$ cat src/rtl/outstream_check_pkg.sv
// Shared types and defaults for the stream source/sink pair at the node grid edge.
// Both ends of a stream agree on data width and maximum stream length through these defaults.
package outstream_check_pkg;

  localparam int OS_WIDTH = 11;
  localparam int OS_DEPTH = 64;

  typedef enum logic [1:0] {
    ST_IDLE = 2'd0,
    ST_RUN  = 2'd1,
    ST_PASS = 2'd2,
    ST_FAIL = 2'd3
  } state_e;

  localparam logic [1:0] FAIL_NONE     = 2'd0;
  localparam logic [1:0] FAIL_MISMATCH = 2'd1;
  localparam logic [1:0] FAIL_TIMEOUT  = 2'd2;
  localparam logic [1:0] FAIL_OVERRUN  = 2'd3;

  // Index width for a stream of up to depth entries; never narrower than one bit.
  function automatic int idx_w(input int depth);
    return (depth < 2) ? 1 : $clog2(depth);
  endfunction

endpackage

$ cat src/rtl/outstream_check_if.sv
// Write/wready handshake carrying one signed value per transfer from a node to the sink.
interface outstream_check_if #(
    parameter int WIDTH = outstream_check_pkg::OS_WIDTH
);

    logic                    write;
    logic signed [WIDTH-1:0] in;
    logic                    wready;

    modport master (output write, output in, input wready);
    modport slave  (input write, input in, output wready);

endinterface

$ cat src/rtl/outstream_check_stream_timer.sv
// Idle-cycle counter: cleared on activity, counts while enabled, flags when it reaches LIMIT.
module outstream_check_stream_timer #(
    parameter int LIMIT = 1023
) (
    input  logic clk,
    input  logic rst,
    input  logic clr,
    input  logic en,
    output logic expire
);

    localparam int TW = (LIMIT < 1) ? 1 : $clog2(LIMIT + 1);
    localparam logic [TW-1:0] LIM = LIMIT[TW-1:0];

    logic [TW-1:0] cnt;

    // Holds at LIMIT so the counter cannot wrap back past the expiry point.
    always_ff @(posedge clk or posedge rst) begin
        if (rst) begin
            cnt <= '0;
        end else if (clr) begin
            cnt <= '0;
        end else if (en && (cnt != LIM)) begin
            cnt <= cnt + 1'b1;
        end
    end

    assign expire = (LIMIT != 0) && (cnt == LIM);

endmodule

$ cat src/rtl/outstream_check.sv
// Output-edge sink: consumes a node's stream and checks it in order against a preloaded array,
// reporting pass, first mismatch, idle timeout or overrun on registered result outputs.
module outstream_check
    import outstream_check_pkg::*;
#(
    parameter int WIDTH   = OS_WIDTH,
    parameter int DEPTH   = OS_DEPTH,
    parameter int TIMEOUT = 1023,
    localparam int IW     = idx_w(DEPTH)
) (
    input  logic                    clk,
    input  logic                    rst,
    input  logic                    start,
    input  logic [IW-1:0]           length,
    input  logic signed [WIDTH-1:0] expected [0:DEPTH-1],
    outstream_check_if.slave        bus,
    output logic [IW-1:0]           count,
    output logic                    done,
    output logic                    pass,
    output logic [1:0]              fail_code,
    output logic [IW-1:0]           mismatch_idx,
    output logic signed [WIDTH-1:0] got
);

    localparam logic [1:0] S_IDLE = ST_IDLE;
    localparam logic [1:0] S_RUN  = ST_RUN;
    localparam logic [1:0] S_PASS = ST_PASS;
    localparam logic [1:0] S_FAIL = ST_FAIL;

    logic [1:0]    state;
    logic [IW-1:0] len_r;
    logic          arm;
    logic          xfer;
    logic          hit;
    logic          last;
    logic          expire;

    // A start is only honoured outside RUN; a pending start also beats an overrun in PASS.
    assign arm  = start && (state != S_RUN);
    assign xfer = (state == S_RUN) && bus.write && bus.wready;
    assign hit  = (bus.in == expected[count]);
    assign last = (({1'b0, count} + 1'b1) == {1'b0, len_r});

    outstream_check_stream_timer #(
        .LIMIT (TIMEOUT)
    ) u_timer (
        .clk    (clk),
        .rst    (rst),
        .clr    (arm || xfer),
        .en     ((state == S_RUN) && !xfer),
        .expire (expire)
    );

    // Length is captured at start so the overrun index reports the run that actually passed.
    always_ff @(posedge clk or posedge rst) begin
        if (rst) begin
            state        <= S_IDLE;
            len_r        <= '0;
            bus.wready   <= 1'b0;
            count        <= '0;
            done         <= 1'b0;
            pass         <= 1'b0;
            fail_code    <= FAIL_NONE;
            mismatch_idx <= '0;
            got          <= '0;
        end else if (arm) begin
            len_r        <= length;
            bus.wready   <= 1'b0;
            count        <= '0;
            fail_code    <= FAIL_NONE;
            mismatch_idx <= '0;
            got          <= '0;
            if (length == '0) begin
                state <= S_PASS;
                done  <= 1'b1;
                pass  <= 1'b1;
            end else begin
                state <= S_RUN;
                done  <= 1'b0;
                pass  <= 1'b0;
            end
        end else begin
            case (state)
                S_RUN: begin
                    if (xfer) begin
                        // The cycle after every transfer is an ack slot with wready low.
                        bus.wready <= 1'b0;
                        if (!hit) begin
                            state        <= S_FAIL;
                            done         <= 1'b1;
                            fail_code    <= FAIL_MISMATCH;
                            mismatch_idx <= count;
                            got          <= bus.in;
                        end else begin
                            count <= count + 1'b1;
                            if (last) begin
                                state <= S_PASS;
                                done  <= 1'b1;
                                pass  <= 1'b1;
                            end
                        end
                    end else if (expire) begin
                        state        <= S_FAIL;
                        bus.wready   <= 1'b0;
                        done         <= 1'b1;
                        fail_code    <= FAIL_TIMEOUT;
                        mismatch_idx <= count;
                        got          <= '0;
                    end else begin
                        bus.wready <= (count < len_r);
                    end
                end
                S_PASS: begin
                    // wready is already low here, so the extra value is flagged but never consumed.
                    if (bus.write) begin
                        state        <= S_FAIL;
                        pass         <= 1'b0;
                        fail_code    <= FAIL_OVERRUN;
                        mismatch_idx <= len_r;
                        got          <= bus.in;
                    end
                end
                default: begin
                end
            endcase
        end
    end

endmodule

$ cat src/flat_wrapper.sv
// flat-port wrapper written by rule: the top's interface ports become plain ports
module outstream_check_flat import outstream_check_pkg::*;
#(
    parameter int WIDTH   = OS_WIDTH,
    parameter int DEPTH   = OS_DEPTH,
    parameter int TIMEOUT = 1023,
    localparam int IW     = idx_w(DEPTH)
)
  (clk, rst, start, length, expected, count, done, pass, fail_code, mismatch_idx, got, bus_write, bus_in, bus_wready);
  outstream_check_if #(.WIDTH(WIDTH)) bus_i ();
  input  logic clk;
  input  logic rst;
  input  logic start;
  input  logic [IW-1:0] length;
  input  logic signed [WIDTH-1:0] expected[0:DEPTH-1];
  output logic [IW-1:0] count;
  output logic done;
  output logic pass;
  output logic [1:0] fail_code;
  output logic [IW-1:0] mismatch_idx;
  output logic signed [WIDTH-1:0] got;
  input wire logic [$bits(bus_i.write)-1:0] bus_write;
  input wire logic [$bits(bus_i.in)-1:0] bus_in;
  output wire logic [$bits(bus_i.wready)-1:0] bus_wready;
  assign bus_i.write = bus_write;
  assign bus_i.in = bus_in;
  assign bus_wready = bus_i.wready;
  outstream_check #(.WIDTH(WIDTH), .DEPTH(DEPTH), .TIMEOUT(TIMEOUT)) u_core (.clk(clk), .rst(rst), .start(start), .length(length), .expected(expected), .bus(bus_i), .count(count), .done(done), .pass(pass), .fail_code(fail_code), .mismatch_idx(mismatch_idx), .got(got));
endmodule
$ cat config.mk
export PLATFORM = sky130hd
export DESIGN_NAME = outstream_check_flat
export DESIGN_NICKNAME = d
export VERILOG_FILES = /design/src/rtl/outstream_check_pkg.sv /design/src/rtl/outstream_check_if.sv /design/src/rtl/outstream_check_stream_timer.sv /design/src/rtl/outstream_check.sv /design/src/flat_wrapper.sv
export SDC_FILE = /design/constraint.sdc
export NUM_CORES = 1
export LEC_CHECK = 0
export CAP_MARGIN = 30
export CELL_PAD_IN_SITES_DETAIL_PLACEMENT = 0
export CELL_PAD_IN_SITES_GLOBAL_PLACEMENT = 1
export CORE_AREA = 2 2 295 297
export CTS_CLUSTER_SIZE = 12
export DETAILED_ROUTE_END_ITERATION = 8
export DIE_AREA = 0 0 297 299
export PLACE_DENSITY_LB_ADDON = 0.12
export SYNTH_ARGS = -nofsm -noshare
export SYNTH_HDL_FRONTEND = slang
export SYNTH_HIERARCHICAL = 1
export SYNTH_SLANG_ARGS = --single-unit
$ cat constraint.sdc
create_clock -name clk -period 5 [get_ports clk]
set_clock_uncertainty 0.05 [all_clocks]
set_input_delay 0.5 -clock clk [delete_from_list [all_inputs] [get_ports clk]]
set_output_delay 0.5 -clock clk [all_outputs]
set_load 0.005 [all_outputs]
* After elaboration in Yosys (flattened, before gate mapping) *
Index checks and enable logic that the tools add are counted.

storage, ports and cells
  input port bits = 725
  register bits = 46

operators by class
  $add $sub $neg = 3
  bitwise gates (word level) = 1
  reductions and logical operators = 19
  order comparisons = 2
  multiplexer cells = 50
  equal/unequal tests = 15

operators with widths
  operator                                        count
  two-way mux 11 bit                              7
  binary-select mux 11 bit (select 6 bit)         1
  two-way mux 6 bit                               9
  two-way mux 2 bit                               11
  case mux 11 bit (2 select lines)                1
  two-way mux 10 bit                              2
  two-way mux 1 bit                               15
  case mux 6 bit (2 select lines)                 1
  == test 11 bit                                  1
  adder 10 x 1 -> 10 bit (second input constant)  1
  == test 10 bit (second input constant)          1
  != test 10 bit (second input constant)          1
  != test 3 x 1 -> 1 bit (second input constant)  3
  != test 4 x 3 -> 1 bit (second input constant)  2
  case mux 2 bit (2 select lines)                 2
  AND reduction 4 bit                             2
  nonzero test 2 bit                              4
  adder 6 x 1 -> 7 bit (second input constant)    1
  == test 7 x 6 -> 1 bit                          1
  >= comparator 7 bit (second input constant)     1
  NOT 6 -> 7 bit                                  1
  adder 6 x 1 -> 6 bit (second input constant)    1
  zero test 6 bit                                 1
  < comparator 6 bit                              1
  other kinds (13)                                19

* Longest topological paths before layout *
  word-level depth = 9
  mapped depth = 18
  gate-level depth less buffers = 10

* Cells and area by module *
Netlist, hierarchy kept.

modules (own cells, without submodules)
  module                        cells an instance  instances  area an instance (um^2)  seq. area each (um^2)
  outstream_check               825                1          8,416.8                  900.9
  outstream_check_stream_timer  70                 1          636.9                    250.2

* Worst setup path after synthesis *
Ideal clock, no wire load.

  path type = reg-to-reg
  start point = register u_core.count[1]
  end point = register u_core.fail_code[0]
  data arrival time = 3.396 ns
  library setup time = 0.125 ns
  stages on the path, launching flop included = 17
  setup slack = 1.429 ns
  cell sequence = dfrtp_1 buf_6 buf_12 buf_6 buf_2 buf_2 mux4_2 a22oi_1 nor2_1 a21oi_1 nand4_1 xnor2_1 nand4_1 or4b_1 buf_4 nand2_4 mux2_2

between the ends
  word-level cells in the longest chain between the ends = 7

ends and longest elaborated chain
  what                                                   RTL line               text
  start: declaration                                     outstream_check.sv:17  output logic [IW-1:0] count,
  start signal: assignment                               outstream_check.sv:95  count <= count + 1'b1;
  NOT 6 -> 7 bit (implied by the code)                   outstream_check.sv:41  assign hit = (bus.in == expected[count]);
  binary-select mux 11 bit (select 6 bit)                outstream_check.sv:41
  two-way mux 11 bit (implied by the code) (2 in a row)  outstream_check.sv:41
  == test 11 bit                                         outstream_check.sv:41
  != test 4 x 3 -> 1 bit (no source line)                n/a
  AND reduction 4 bit (no source line)                   n/a
  end signal: assignment                                 outstream_check.sv:63  fail_code <= FAIL_NONE;
  end signal: assignment                                 outstream_check.sv:70  fail_code <= FAIL_NONE;
  end signal: assignment                                 outstream_check.sv:91  fail_code <= FAIL_MISMATCH;
  end: declaration                                       outstream_check.sv:20  output logic [1:0] fail_code,

Every way passes these cells. The select of a mux whose other input is x is not followed.
A chain may end at the register's enable or synchronous reset.

* Worst setup path in the final report *
  start point = register u_core.count[1]
  end point = register u_core.mismatch_idx[2]

between the ends
  word-level cells in the longest chain between the ends = 7

ends and longest elaborated chain
  what                                                   RTL line                text
  NOT 6 -> 7 bit (implied by the code)                   outstream_check.sv:41
  binary-select mux 11 bit (select 6 bit)                outstream_check.sv:41
  two-way mux 11 bit (implied by the code) (2 in a row)  outstream_check.sv:41
  == test 11 bit                                         outstream_check.sv:41
  != test 4 x 3 -> 1 bit (no source line)                n/a
  AND reduction 4 bit (no source line)                   n/a
  end signal: assignment                                 outstream_check.sv:92   mismatch_idx <= count;
  end signal: assignment                                 outstream_check.sv:107  mismatch_idx <= count;
  end signal: assignment                                 outstream_check.sv:119  mismatch_idx <= len_r;
  end: declaration                                       outstream_check.sv:21   output logic [IW-1:0] mismatch_idx,

Every way passes these cells. The select of a mux whose other input is x is not followed.

==> run_results.csv <==
group,metric,value,unit
clock_network,cts-htree-levels,2,
setup_path,cp.arrival,4.79,ns
placement,port_buffers,752,
floorplan,die_height,299,µm
setup_path,crit_chain,"buf_12 > buf_4 > mux2i_1 > a22oi_1 > a21boi_0 > nor4_1 > buf_4 > mux2_2 > nand4_1 > nor4b_1 > or4b_1 > nand2_4 > mux2_2",
floorplan,start_util,10.53,%
drt,dr.pass1.iters,7,
clock_network,cts_setup_buffers,0,
setup_path,path_delay_family,"simple AND/OR/NAND/NOR gates",
synth,synth_ff_type,"dfrtp_1",
layout,multi_input_area,7247,µm²
floorplan,rows,108,
clock_network,cts_hold_buf,0,
power_and_ir_drop,power,2243,µW
power_and_ir_drop,power_per_cell_area,123.4,nW/µm²
layout,drive_above_1_share,14.08,%
setup_path,critical-path-max-stage-delay,0.69,ns
setup_path,end_kind,"flip-flop",
layout,fin_util,21.15,%
floorplan,core_area,85940,µm²
synth,synth_area,9054,µm²
layout,area_delta_synth_final,100.7,%
layout,fin_nets,2358,
sta,relSlewSlack,30.85,%
setup_path,slowest_stage,"dfrtp_4",
synth,syn_nets,1628,
sta,setup_viol,0,
layout,design_area,18170,µm²
drt,vias,11370,
drt,post_drt_wl_per_cell,30.96,µm
sta,setup_tns,0,ns
sta,grt_setup_unrepaired,"no",
placement,hpwl,76950,µm
layout,fin_cells,2790,
placement,dp.cells,2773,
synth,ys_seq_area_share,12.71,%
setup_path,worstPathMaxFanout,22,
setup_path,cp-start-kind,"flip-flop",
grt,gr-total-overflow,0,
run_status,status,"completed",
sta,slew_violations,0,
grt,grt_pass1_wl,114900,µm
sta,max_freq,215.1,MHz
grt,grt_pass1_vias,12430,
setup_path,timing.critical_path.buf_inv,3,
grt,grt_max_degree,37,
floorplan,dieArea,88800,µm²
run,cap_violations,0,
layout,fill_cells,9505,
setup_path,crit_required,5.14,ns
power_and_ir_drop,leakage,0.006016,µW
floorplan,pin_count,753,
setup_path,path_class,"flip-flop to flip-flop",
synth,synth-seq-cells,46,
clock_network,clk_latency,0.30,ns
synth,async_flop_share,100.0,%
clock_network,cts_buffer_depth,2,
synth,synth-edff-count,0,
synth,synth_cell_type_count,74,
sta,final_min_period_over_clock_period,92.98,%
sta,worst_pin_slew,1.036,ns
synth,syn_avg_cell_area,10.12,µm²
grt,antenna_found_initial,54,
clock_network,post_cts_resized,0,
placement,place_area,17990,µm²
drt,drt-initial-drc-count,499,
drt,vias_per_cell,4.075,
power_and_ir_drop,ir_drop,0.1161,mV
clock_network,cts.clk_slew.worst_paths,0.07,ns
clock_network,cts_tree,"yes",
layout,regArea,1169,µm²
placement,place_congestion,0.8552,
clock_network,root_buffer,"clkbuf_16",
synth,synthCells,895,
drt,detail-route-antenna-nets,0,
clock_network,clock_sinks,46,
sta,min_period,4.649,ns
synth,ys_warn_count,6,
floorplan,dieWidth,297,µm
clock_network,cts_buffers,5,
sta,hold_violations,0,
drt,drc,0,
grt,grt_usage,18.88,%
min_path,hp-class,"flip-flop to flip-flop",
drt,drt_wl_total,86380,µm
kinds of logic after synthesis:
family / after synthesis / synth area share, %
adders and majority gates: 8 / 1.106
buffers and inverters: 106 / 7.269
xor gates and xnor gates: 17 / 1.645
DFF: 46 / 12.71
and+or+nand+nor: 252 / 14.36
AOI/OAI and AO/OA: 202 / 16.02
muxes: 264 / 46.89
final timing paths:
kind,startpoint,to,slack [ns],cells after the start
worst max-delay path,u_core/count[1],u_core/mismatch_idx[2],0.35,13
worst min-delay path,u_core/got[6],u_core/got[6],0.44,1
worst max register to register,u_core/count[1],u_core/mismatch_idx[2],0.35,13
worst min register to register,u_core/got[6],u_core/got[6],0.44,1
max in group asynchronous,rst,u_core/count[2],3.88,3
min in group asynchronous,rst,u_core/u_timer/cnt[1],0.49,2
final cells by class:
| class | count | share of cell area, % |
|---|---|---|
| Clock inverter | 2 | 0.2065 |
| Tap cell | 1155 | 7.951 |
| Inverter | 18 | 0.3717 |
| Clock buffer | 6 | 0.7091 |
| Timing Repair Buffer | 811 | 44.33 |
| Sequential cell | 46 | 6.430 |
| Multi-Input combinational cell | 743 | 39.87 |
| Antenna cell | 9 | 0.1239 |
per-layer routing:
| metal | part of all wire (%) | global-route usage (%) | routed length [µm] | up-vias |
|---|---|---|---|---|
| met2 | 51 | 34.29 | 43740 | 485 |
| met4 | 0.43 | 0.6133 | 369 | 52 |
| li1 | - | - | - | 5098 |
| met5 | 0.36 | 0 | 307 | - |
| met3 | 7.3 | 6.209 | 6313 | 83 |
| met1 | 41 | 22.68 | 35650 | 5651 |
where the power goes:
group	switching (µW)	internal, µW	total [µW]
sequential	102	453	555
clock	157	237	394
combinational	488	807	1290
total	747	1500	2240
registers in the layout, summed over array words and instances, names as in the netlist:
signal and count:
u_core/pass 1, u_core/done 1, u_core/got 11, u_core/count 6
u_core/u_timer/cnt 10, u_core/state 2, u_core/mismatch_idx 6, u_core/fail_code 2
u_core/len_r 6, u_core/bus.wready 1
stage by stage:
stage / hold WS (ns) / setup slack (ns)
3_3_place_gp: 0.4416 / 0.2834
6_report: 0.4416 / 0.3512
5_1_grt: 0.4619 / 0.1307
2_1_floorplan: 0.2902 / 1.429
4_1_cts: 0.4525 / 0.2645
3_5_place_dp: 0.4387 / 0.2948
layout by cell type, fill, tap and decap left out, drive strengths merged, types with 17 or more instances in the layout:
cell type      count
nand3             24
a21oi             36
nor2b             18
mux4             126
dfrtp             46
buf               59
clkdlybuf4s50    752
nor3              18
a22oi             53
o21ai             23
nand2             84
nor2              29
mux2i            126
nand4             28
inv               17
synth_stat cells (9+ instances only):
master	count	share of area, %
a21bo_1	9	1.0
nand2b_1	15	1.0
a211oi_1	9	0.75
dfrtp_1	46	13
xnor2_1	9	0.87
nor4_1	9	0.62
buf_4	11	0.91
nor3_1	16	0.88
mux2_2	12	1.5
buf_2	31	1.7
inv_1	16	0.66
nand4_1	28	1.9
nand3_1	23	1.3
mux2i_1	126	14
nand2_1	83	3.4
clkbuf_1	21	0.87
buf_6	16	2.0
a22oi_1	53	4.4
nor2b_1	18	1.2
mux4_2	123	31
o21ai_0	23	1.3
nor2_1	28	1.2
a21oi_1	36	2.0
Power figures use the tool's default switching activity.
